File: src/rtl/bist_scheduler_pkg.sv
// Shared definitions for the BIST scheduler: FSM encoding, default sizing and timer width.
package bist_scheduler_pkg;

   typedef enum logic [2:0] {
      S_IDLE    = 3'd0,
      S_ARB     = 3'd1,
      S_ARM     = 3'd2,
      S_RUN     = 3'd3,
      S_CHECK   = 3'd4,
      S_RELEASE = 3'd5
   } state_t;

   localparam int NREQ_DEF  = 4;
   localparam int SIG_W_DEF = 16;
   localparam int TMO_DEF   = 255;
   localparam int CNT_W     = 8;

endpackage

File: src/rtl/rr_arbiter.sv
// Round-robin arbiter: grants the first requester after the last granted index.
module rr_arbiter #(
   parameter int NREQ  = 4,
   parameter int IDX_W = $clog2(NREQ)
) (
   input  logic              clk,
   input  logic              reset,
   input  logic [NREQ-1:0]   req,
   input  logic              update,
   output logic [NREQ-1:0]   gnt,
   output logic [IDX_W-1:0]  idx
);

   logic [IDX_W-1:0] last;
   logic [IDX_W-1:0] cand;

   // Scan from farthest to nearest so the nearest requester after 'last' wins.
   always_comb begin
      gnt  = '0;
      idx  = '0;
      cand = '0;
      for (int k = NREQ; k >= 1; k--) begin
         cand = IDX_W'((int'(last) + k) % NREQ);
         if (req[cand]) begin
            gnt       = '0;
            gnt[cand] = 1'b1;
            idx       = cand;
         end
      end
   end

   // Reset to the top index so index 0 is served first.
   always_ff @(posedge clk) begin
      if (reset) begin
         last <= IDX_W'(NREQ - 1);
      end else if (update) begin
         last <= idx;
      end
   end

endmodule

File: src/rtl/bist_scheduler.sv
// Shares one BIST controller among NREQ CUTs: round-robin grant, start handshake,
// signature check and run timeout.
//
// state   | meaning
// IDLE    | no request pending, START low
// ARB     | pick next requester, switch mux
// ARM     | START high, wait for BIST_END low
// RUN     | START high, wait for BIST_END high or timeout
// CHECK   | signature result and DONE visible, START held
// RELEASE | START low for two cycles before the next run
module bist_scheduler
   import bist_scheduler_pkg::*;
#(
   parameter int NREQ  = NREQ_DEF,
   parameter int SIG_W = SIG_W_DEF,
   parameter int TMO   = TMO_DEF
) (
   input  logic                     CLK,
   input  logic                     RESET,
   input  logic [NREQ-1:0]          REQ,
   input  logic                     BIST_END,
   input  logic [SIG_W-1:0]         SIG,
   input  logic [SIG_W-1:0]         GOLDEN,
   output logic                     START,
   output logic [$clog2(NREQ)-1:0]  CUT_SEL,
   output logic [NREQ-1:0]          GNT,
   output logic [NREQ-1:0]          DONE,
   output logic [NREQ-1:0]          PASS,
   output logic                     BUSY,
   output logic                     TIMEOUT
);

   localparam int IDX_W = $clog2(NREQ);
   localparam logic [CNT_W-1:0] TMO_C = CNT_W'(TMO);

   state_t           state;
   logic [CNT_W-1:0] cnt;
   logic             rel_cnt;
   logic [NREQ-1:0]  arb_gnt;
   logic [IDX_W-1:0] arb_idx;
   logic             arb_update;

   assign arb_update = (state == S_ARB) && (|arb_gnt);

   rr_arbiter #(
      .NREQ  (NREQ),
      .IDX_W (IDX_W)
   ) u_arb (
      .clk    (CLK),
      .reset  (RESET),
      .req    (REQ),
      .update (arb_update),
      .gnt    (arb_gnt),
      .idx    (arb_idx)
   );

   always_ff @(posedge CLK) begin
      if (RESET) begin
         state   <= S_IDLE;
         cnt     <= '0;
         rel_cnt <= 1'b0;
         START   <= 1'b0;
         CUT_SEL <= '0;
         GNT     <= '0;
         DONE    <= '0;
         PASS    <= '0;
         BUSY    <= 1'b0;
         TIMEOUT <= 1'b0;
      end else begin
         DONE <= '0;
         case (state)
            S_IDLE: begin
               if (|REQ) begin
                  state <= S_ARB;
                  BUSY  <= 1'b1;
               end
            end
            S_ARB: begin
               if (|arb_gnt) begin
                  state   <= S_ARM;
                  GNT     <= arb_gnt;
                  CUT_SEL <= arb_idx;
                  START   <= 1'b1;
                  cnt     <= '0;
               end else begin
                  state <= S_IDLE;
                  GNT   <= '0;
                  BUSY  <= 1'b0;
               end
            end
            // A completion seen in the terminal-count cycle wins over the timeout.
            S_ARM, S_RUN: begin
               if (state == S_RUN && BIST_END) begin
                  state         <= S_CHECK;
                  PASS[CUT_SEL] <= (SIG == GOLDEN);
                  DONE[CUT_SEL] <= 1'b1;
               end else if (cnt == TMO_C) begin
                  state         <= S_RELEASE;
                  rel_cnt       <= 1'b0;
                  START         <= 1'b0;
                  TIMEOUT       <= 1'b1;
                  PASS[CUT_SEL] <= 1'b0;
                  DONE[CUT_SEL] <= 1'b1;
               end else begin
                  cnt <= cnt + 1'b1;
                  if (state == S_ARM && !BIST_END) begin
                     state <= S_RUN;
                  end
               end
            end
            S_CHECK: begin
               state   <= S_RELEASE;
               rel_cnt <= 1'b0;
               START   <= 1'b0;
            end
            S_RELEASE: begin
               if (!rel_cnt) begin
                  rel_cnt <= 1'b1;
               end else if (|REQ) begin
                  state <= S_ARB;
               end else begin
                  state <= S_IDLE;
                  GNT   <= '0;
                  BUSY  <= 1'b0;
               end
            end
            default: begin
               state <= S_IDLE;
               START <= 1'b0;
               GNT   <= '0;
               BUSY  <= 1'b0;
            end
         endcase
      end
   end

endmodule
File: config.mk
export PLATFORM = sky130hd
export DESIGN_NAME = bist_scheduler
export DESIGN_NICKNAME = d
export VERILOG_FILES = /design/src/rtl/bist_scheduler_pkg.sv /design/src/rtl/rr_arbiter.sv /design/src/rtl/bist_scheduler.sv
export SDC_FILE = /design/constraint.sdc
export NUM_CORES = 1
export LEC_CHECK = 0
export ABC_AREA = 0
export BUFFER_PORTS_ARGS = -buffer_cell sky130_fd_sc_hd__buf_2
export CORE_ASPECT_RATIO = 2
export CORE_MARGIN = 4
export CORE_UTILIZATION = 57
export CTS_CLUSTER_SIZE = 20
export DETAILED_ROUTE_END_ITERATION = 6
export PLACE_DENSITY = 0.86
export SLEW_MARGIN = 20
export SYNTH_ARGS = -nofsm -noshare
export SYNTH_HDL_FRONTEND = slang
export SYNTH_HIERARCHICAL = 1
export SYNTH_SLANG_ARGS = --single-unit
export TNS_END_PERCENT = 5
File: constraint.sdc
create_clock -name CLK -period 11.25 [get_ports CLK]
set_input_delay 1.6875 -clock CLK [delete_from_list [all_inputs] [get_ports CLK]]
set_output_delay 1.6875 -clock CLK [all_outputs]
set_load 0.005 [all_outputs]
==> results.yml, run 1 <==
status:
  status: "complete, no violations"
sta:
  post-route-period-util_pct: 35.2
  setup_viol: 0
  final_max_slew_viol_count: 0
  period_needed_ns: 3.96
  tightestPinTransition_ns: 0.920
  max_slew_margin_pct: 38.7
  skew_ns: 0.00378
  rsz0062_at_grt: "no"
  tns_ns: 0
  hold_viol_final: 0
  fmax_mhz: 252
setup_path:
  path_delay_family: "compound AO/OA/AOI/OAI gates"
  critPathBufInv: 1
  arrival_ns: 4.18
  slowest_delay_ns: 0.55
  worstPathCellList: "buf_2 -> mux4_2 -> a21oi_1 -> o21ai_0 -> a22o_1 -> or4_1 -> and2_1 -> a211o_4 -> a31oi_2"
  path_class: "in2reg"
  cp-start-kind: "input port"
  end_kind: "flop"
  worstPathMaxFanout: 13
  cp.required_ns: 11.47
  worst_path_max_delay_cell: "mux4_2"
  cp.depth: 9
  reg2regPathDepth: 10
cts:
  cts_buffer_depth: 2
  numCtsBuffers: 5
  htreeDepth: 2
  postCtsSetupRepairBufs: 0
  cts_resized: 0
  cts-root-buf: "clkbuf_8"
  clock_sinks: 31
  path_clk_slew_ns: 0.06
  cts_tree: "built"
  clk_latency_ns: 0.29
  cts_hold_buf: 0
synthesis:
  yosys_most_used_dff: "dfxtp_1"
  netlist_area_sq_um: 2100
  synth_cells: 246
  synth_area_leaders: "dfxtp_1 (30%), xor2_1 (6.7%), ha_1 (4.2%), a21oi_1 (4.1%), o21ai_0 (3.8%)"
  synth-compound-area-share_pct: 28.1
  synth_top_family_by_area: "compound AO/OA/AOI/OAI gates"
  synth_fa_ha_area_share_pct: 4.17
  async_flop_share_pct: 0
  synth_cell_types: 57
  avgSynthCellArea_sq_um: 8.53
  synth_mux_area_share_pct: 6.62
  ys_top_cells_by_count: "dfxtp_1 (31), a21oi_1 (17), o21ai_0 (16), xor2_1 (16), nand2_1 (15)"
  synth_edf_count: 0
  synth_fp_nets: 292
  yosysMostFrequentCell: "dfxtp_1"
  synthSimpleGateAreaFrac_pct: 18.1
  synth_xor_area_share_pct: 7.09
  synth-seq-area-share_pct: 29.6
  yosys.area.top_type: "dfxtp_1"
  yosys_warnings: 6
  ys_seq_elements: 31
  synth_top_area_share_pct: 29.6
drt:
  drt-initial-drc-count: 32
  drt-vias-per-instance: 5.96
  wl_microns: 5170
  wl_per_cell_microns: 15.0
  drcViolationCount: 0
  dr.pass1.iters: 4
  vias: 2049
  postRouteAntennaNets: 0
pwr:
  p_leak_nw: 1.03
  peakVddDrop_uv: 142
  power.density_nw_per_um2: 204
grt:
  grt_pass1_vias: 2030
  grt.total_usage_pct: 23.6
  grt_max_degree: 23
  gr-total-overflow: 0
  grt_pass1_wl_microns: 8800
  antenna_found_initial: 0
floorplan:
  pin_count: 56
  dieHeight_microns: 93.8
  die_w_microns: 50.9
  core_area_sq_um: 3570
  start_util_pct: 58.8
  dieArea_sq_um: 4780
  rows: 31
hold_path:
  hold_class: "reg2reg"
  worstHoldPathCells: 2
place:
  portBuffers: 55
  globalplace.congestion: 0.982
  place_hpwl_microns: 4100
flow_run:
  maxCapViolations: 0
layout:
  syn2layout_area_growth_pct: 16.3
  drive_gt1_share_pct: 25.1
  n_fill_cell: 323
  antenna_cells: 0
  nets: 340
  utilization_pct: 68.4
layout by cell type (no fill, tap or decap), drive strengths merged, types with 6 or more instances in the layout:
master / netlist / routed
a21oi: 17 / 17
nor3: 6 / 6
dfxtp: 31 / 31
ha: 7 / 7
nand2: 15 / 15
clkbuf: 7 / 6
xor2: 16 / 16
a31oi: 7 / 7
mux2i: 6 / 6
nor2: 11 / 11
o21ai: 19 / 19
buf: 7 / 55
nand2b: 9 / 9
inv: 14 / 14
nor4: 6 / 6
where the power goes:
part / internal [W] / total [W] / leakage, nW / switching [W]
clock: 0.0000431 / 0.0000860 / 0.0412 / 0.0000429
sequential: 0.000131 / 0.000166 / 0.252 / 0.0000355
combinational: 0.000110 / 0.000245 / 0.732 / 0.000134
total: 0.000284 / 0.000497 / 1.03 / 0.000213
cells by family after synthesis:
family                   after synthesis
AO/OA/AOI/OAI                         83
XOR/XNOR                              17
adder cells (fa/ha/maj)                7
buffers and inverters                 28
flip-flops                            31
multiplexers                          10
AND/OR/NAND/NOR                       70
metrics by stage:
step                power, W  hold slack [ns]  cell area [sq um]  setup WS, ns  std cells
floorplan           0.000356            0.456               2100          7.14        246
CTS                 0.000498            0.478               2440          7.29        344
detailed placement  0.000411            0.468               2360          6.99        336
global placement    0.000404            0.462               2360          7.07        336
finish              0.000497            0.478               2440          7.29        344
global route        0.000540            0.509               2440          7.04        344
cell type report:
type	count	area (sq um)	share of cell area (%)
clock buffers	6	72.6	2.97
clock inverters	2	12.5	0.513
inverters	14	52.6	2.15
multi-input cells	187	1350	55.2
flip-flops and latches	31	621	25.4
well taps	49	61.3	2.51
repair buffers	55	275	11.3
flip-flops by register name (all words and copies together), names as in the netlist:
| signal | cells |
|---|---|
| state | 3 |
| rel_cnt | 1 |
| DONE | 4 |
| PASS | 4 |
| TIMEOUT | 1 |
| CUT_SEL | 2 |
| cnt | 8 |
| GNT | 4 |
| u_arb/last | 2 |
| START | 1 |
| BUSY | 1 |
worst register-to-register path, delay by kind of cell, from the launching register on:
family	cells	cell delay (ns)
buf+inv	1	0.20
mux	1	0.54
simple gates	3	0.96
flops	1	0.73
fa+ha+maj	1	0.49
compound gates	4	0.83
layer usage:
layer,share of wire (%),vias up,GRT usage (%)
met5,0,-,0
met4,3.2,0,11.5
met3,2.0,20,3.34
met2,60,37,47.2
met1,34,983,21.6
li1,-,1009,-
path summary, 6_finish.rpt:
kind,startpoint,end,slack (ns)
worst max-delay path,REQ[1],cnt[7],7.29
worst min-delay path,GNT[0],GNT[0],0.48
worst max register to register,u_arb/last[0],cnt[7],7.42
worst min register to register,GNT[0],GNT[0],0.48
Note: power is estimated with default switching activity, not from simulation.
==> inputs of run 2 (changes only) <==
--- a/config.mk
+++ b/config.mk
@@ -5,14 +5,14 @@
 export SDC_FILE = /design/constraint.sdc
 export NUM_CORES = 1
 export LEC_CHECK = 0
-export ABC_AREA = 0
+export ABC_AREA = 1
 export BUFFER_PORTS_ARGS = -buffer_cell sky130_fd_sc_hd__buf_2
 export CORE_ASPECT_RATIO = 2
 export CORE_MARGIN = 4
-export CORE_UTILIZATION = 57
+export CORE_UTILIZATION = 48
 export CTS_CLUSTER_SIZE = 20
 export DETAILED_ROUTE_END_ITERATION = 6
-export PLACE_DENSITY = 0.86
+export PLACE_DENSITY = 0.76
 export SLEW_MARGIN = 20
 export SYNTH_ARGS = -nofsm -noshare
 export SYNTH_HDL_FRONTEND = slang
==> constraint.sdc (replaced) <==
create_clock -name CLK -period 3.5 [get_ports CLK]
set_input_delay 0.525 -clock CLK [delete_from_list [all_inputs] [get_ports CLK]]
set_output_delay 0.525 -clock CLK [all_outputs]
set_load 0.005 [all_outputs]
==> run 2 against run 1 <==
Compared with the run above:
- non-clock buffer count is the same
- sequential power increased to 3.0 times the previous value
- critical path depth up 9
- via count increased by 13%
- clock skew increased by 0.0030 ns
- combinational power grew to 4.7 times the previous value
- final cell count increased by 35%
- worst setup slack got worse by 6.5 ns
- sequential share of layout area is 1.5 points lower
- cell area rose by 6.1%
- register-to-register slack got worse by 6.6 ns
- critical endpoint is now BUSY
==> results.yml, run 2 <==
status:
  status: "complete, no violations"
layout:
  multi_input_area_sq_um: 1340
  drive_gt1_share_pct: 24.7
  n_fill_cell: 451
  final_area_sq_um: 2590
  syn2layout_area_growth_pct: 18.7
  regArea_sq_um: 621
  utilization_pct: 59.1
  mostFrequentLayoutCell: "nand2_1"
  nets: 455
  layout_common_cells: "nand2_1 (99), buf_2 (55), nor2_1 (47)"
  largest_register_ff_count: 8
  top_register: "cnt"
  antenna_cells: 0
sta:
  rsz0062_at_grt: "no"
  post-route-period-util_pct: 77.5
  tns_ns: 0
  hold_viol_final: 0
  max_slew_margin_pct: 70.9
  tightestPinTransition_ns: 0.437
  skew_ns: 0.00680
  final_max_slew_viol_count: 0
  fmax_mhz: 369
  period_needed_ns: 2.71
  setup_viol: 0
cts:
  htreeDepth: 2
  cts_hold_buf: 0
  path_clk_slew_ns: 0.06
  clk_latency_ns: 0.28
  postCtsSetupRepairBufs: 0
  cts-root-buf: "clkbuf_8"
  cts_tree: "built"
  clock_sinks: 31
  cts_resized: 0
  cts_buffer_depth: 2
  numCtsBuffers: 5
grt:
  grt.busiest_layer: "met2"
  antenna_found_initial: 0
  grt.total_usage_pct: 19.4
  gr-usage-met1_pct: 16.4
  grt_use_met2_pct: 41.6
  met3_usage_pct: 1.49
  grt_max_degree: 24
  grt_pass1_wl_microns: 9080
  gr-total-overflow: 0
  grt_pass1_vias: 2299
floorplan:
  pin_count: 56
  dieHeight_microns: 103
  core_area_sq_um: 4380
  rows: 34
  start_util_pct: 49.8
  dieArea_sq_um: 5750
  die_w_microns: 55.7
setup_path:
  crit_start: "u_arb/last[0]"
  cp-start-kind: "flop"
  cp.required_ns: 3.68
  arrival_ns: 2.89
  worstPathMaxFanout: 10
  path_class: "reg2reg"
  end_kind: "flop"
  rr_startpoint: "u_arb/last[0]"
place:
  globalplace.congestion: 0.928
  portBuffers: 55
  post_dp_cell_area_sq_um: 2500
  place_hpwl_microns: 4390
synthesis:
  async_flop_share_pct: 0
  netlist_area_sq_um: 2180
  ys_seq_elements: 31
  avgSynthCellArea_sq_um: 6.23
  synth_fp_nets: 396
  yosysMostFrequentCell: "nand2_1"
  synth_edf_count: 0
  synth-seq-area-share_pct: 28.4
  yosys_most_used_dff: "dfxtp_1"
  synth_top_area_share_pct: 28.4
  yosys.area.top_type: "dfxtp_1"
  synth_cell_types: 28
  synth_cells: 350
  ys_top_cells_by_count: "nand2_1 (99), nor2_1 (47), inv_1 (46)"
  yosys_warnings: 6
  synth_area_leaders: "dfxtp_1 (28%), nand2_1 (17%), nor2_1 (8.1%), inv_1 (7.9%), a21oi_1 (7.1%)"
drt:
  wl_microns: 5260
  drt-initial-drc-count: 62
  dr.pass1.iters: 4
  wl_per_cell_microns: 11.4
  vias: 2306
  drcViolationCount: 0
  drt-vias-per-instance: 4.98
  postRouteAntennaNets: 0
hold_path:
  hold_class: "reg2reg"
  hp-start: "GNT[2]"
pwr:
  power.density_nw_per_um2: 749
  peakVddDrop_uv: 731
  p_leak_nw: 1.36
flow_run:
  maxCapViolations: 0
run 2: per-stage QoR:
stage / hold slack [ns] / instances / worst slack (ns) / power, W
finish: 0.461 / 463 / 0.788 / 0.00194
global route: 0.485 / 463 / 0.414 / 0.00213
CTS: 0.468 / 463 / 0.780 / 0.00195
detailed placement: 0.458 / 456 / 0.790 / 0.00166
global placement: 0.449 / 456 / 0.865 / 0.00164
floorplan: 0.450 / 350 / 1.10 / 0.00142
run 2: worst paths after layout:
| kind | slack (ns) | cells after the start | endpoint |
|---|---|---|---|
| worst max-delay path | 0.79 | 18 | BUSY |
| worst min-delay path | 0.46 | 2 | GNT[2] |
| worst max register to register | 0.79 | 18 | BUSY |
| worst min register to register | 0.46 | 2 | GNT[2] |
run 2: power by group:
group          leakage, nW  switching, W  internal [W]
Combinational         1.06      0.000766      0.000392
Sequential           0.252     0.0000792      0.000422
Clock               0.0470      0.000128      0.000154
run 2: area by class of cell:
cell class | instances | share of cell area, %
multi-input cells | 264 | 51.8
inverters | 52 | 7.63
well taps | 54 | 2.61
repair buffers | 55 | 10.6
clock buffers | 6 | 3.19
clock inverters | 1 | 0.193
flip-flops and latches | 31 | 24.0
run 2: routing by layer:
layer	wire length, microns	vias up	share of wire, %
li1	-	1216	-
met1	1760	1019	33
met2	3090	51	59
met3	166	20	3.2
met4	253	0	4.8
met5	0	-	0
run 2: worst max-delay path, stage by stage, from the launching register on:
cell,delay (ns)
dfxtp_1,0.54
inv_4,0.12
ha_1,0.38
inv_1,0.13
nand3_1,0.10
nand2_2,0.11
inv_2,0.07
a21oi_1,0.11
nand3_1,0.08
nand2_1,0.06
inv_1,0.04
nor2_1,0.11
nand2_1,0.15
nand2_8,0.13
nand3_1,0.09
nor3_2,0.19
nand2_1,0.08
nand2_1,0.06
nor2_1,0.04
run 2: logic make-up after synthesis:
kind of cell | Yosys count | synth area share [%]
XOR/XNOR | 6 | 2.41
adder cells (fa/ha/maj) | 7 | 4.01
buffers and inverters | 55 | 10.1
AO/OA/AOI/OAI | 41 | 9.75
flip-flops | 31 | 28.4
AND/OR/NAND/NOR | 210 | 45.3
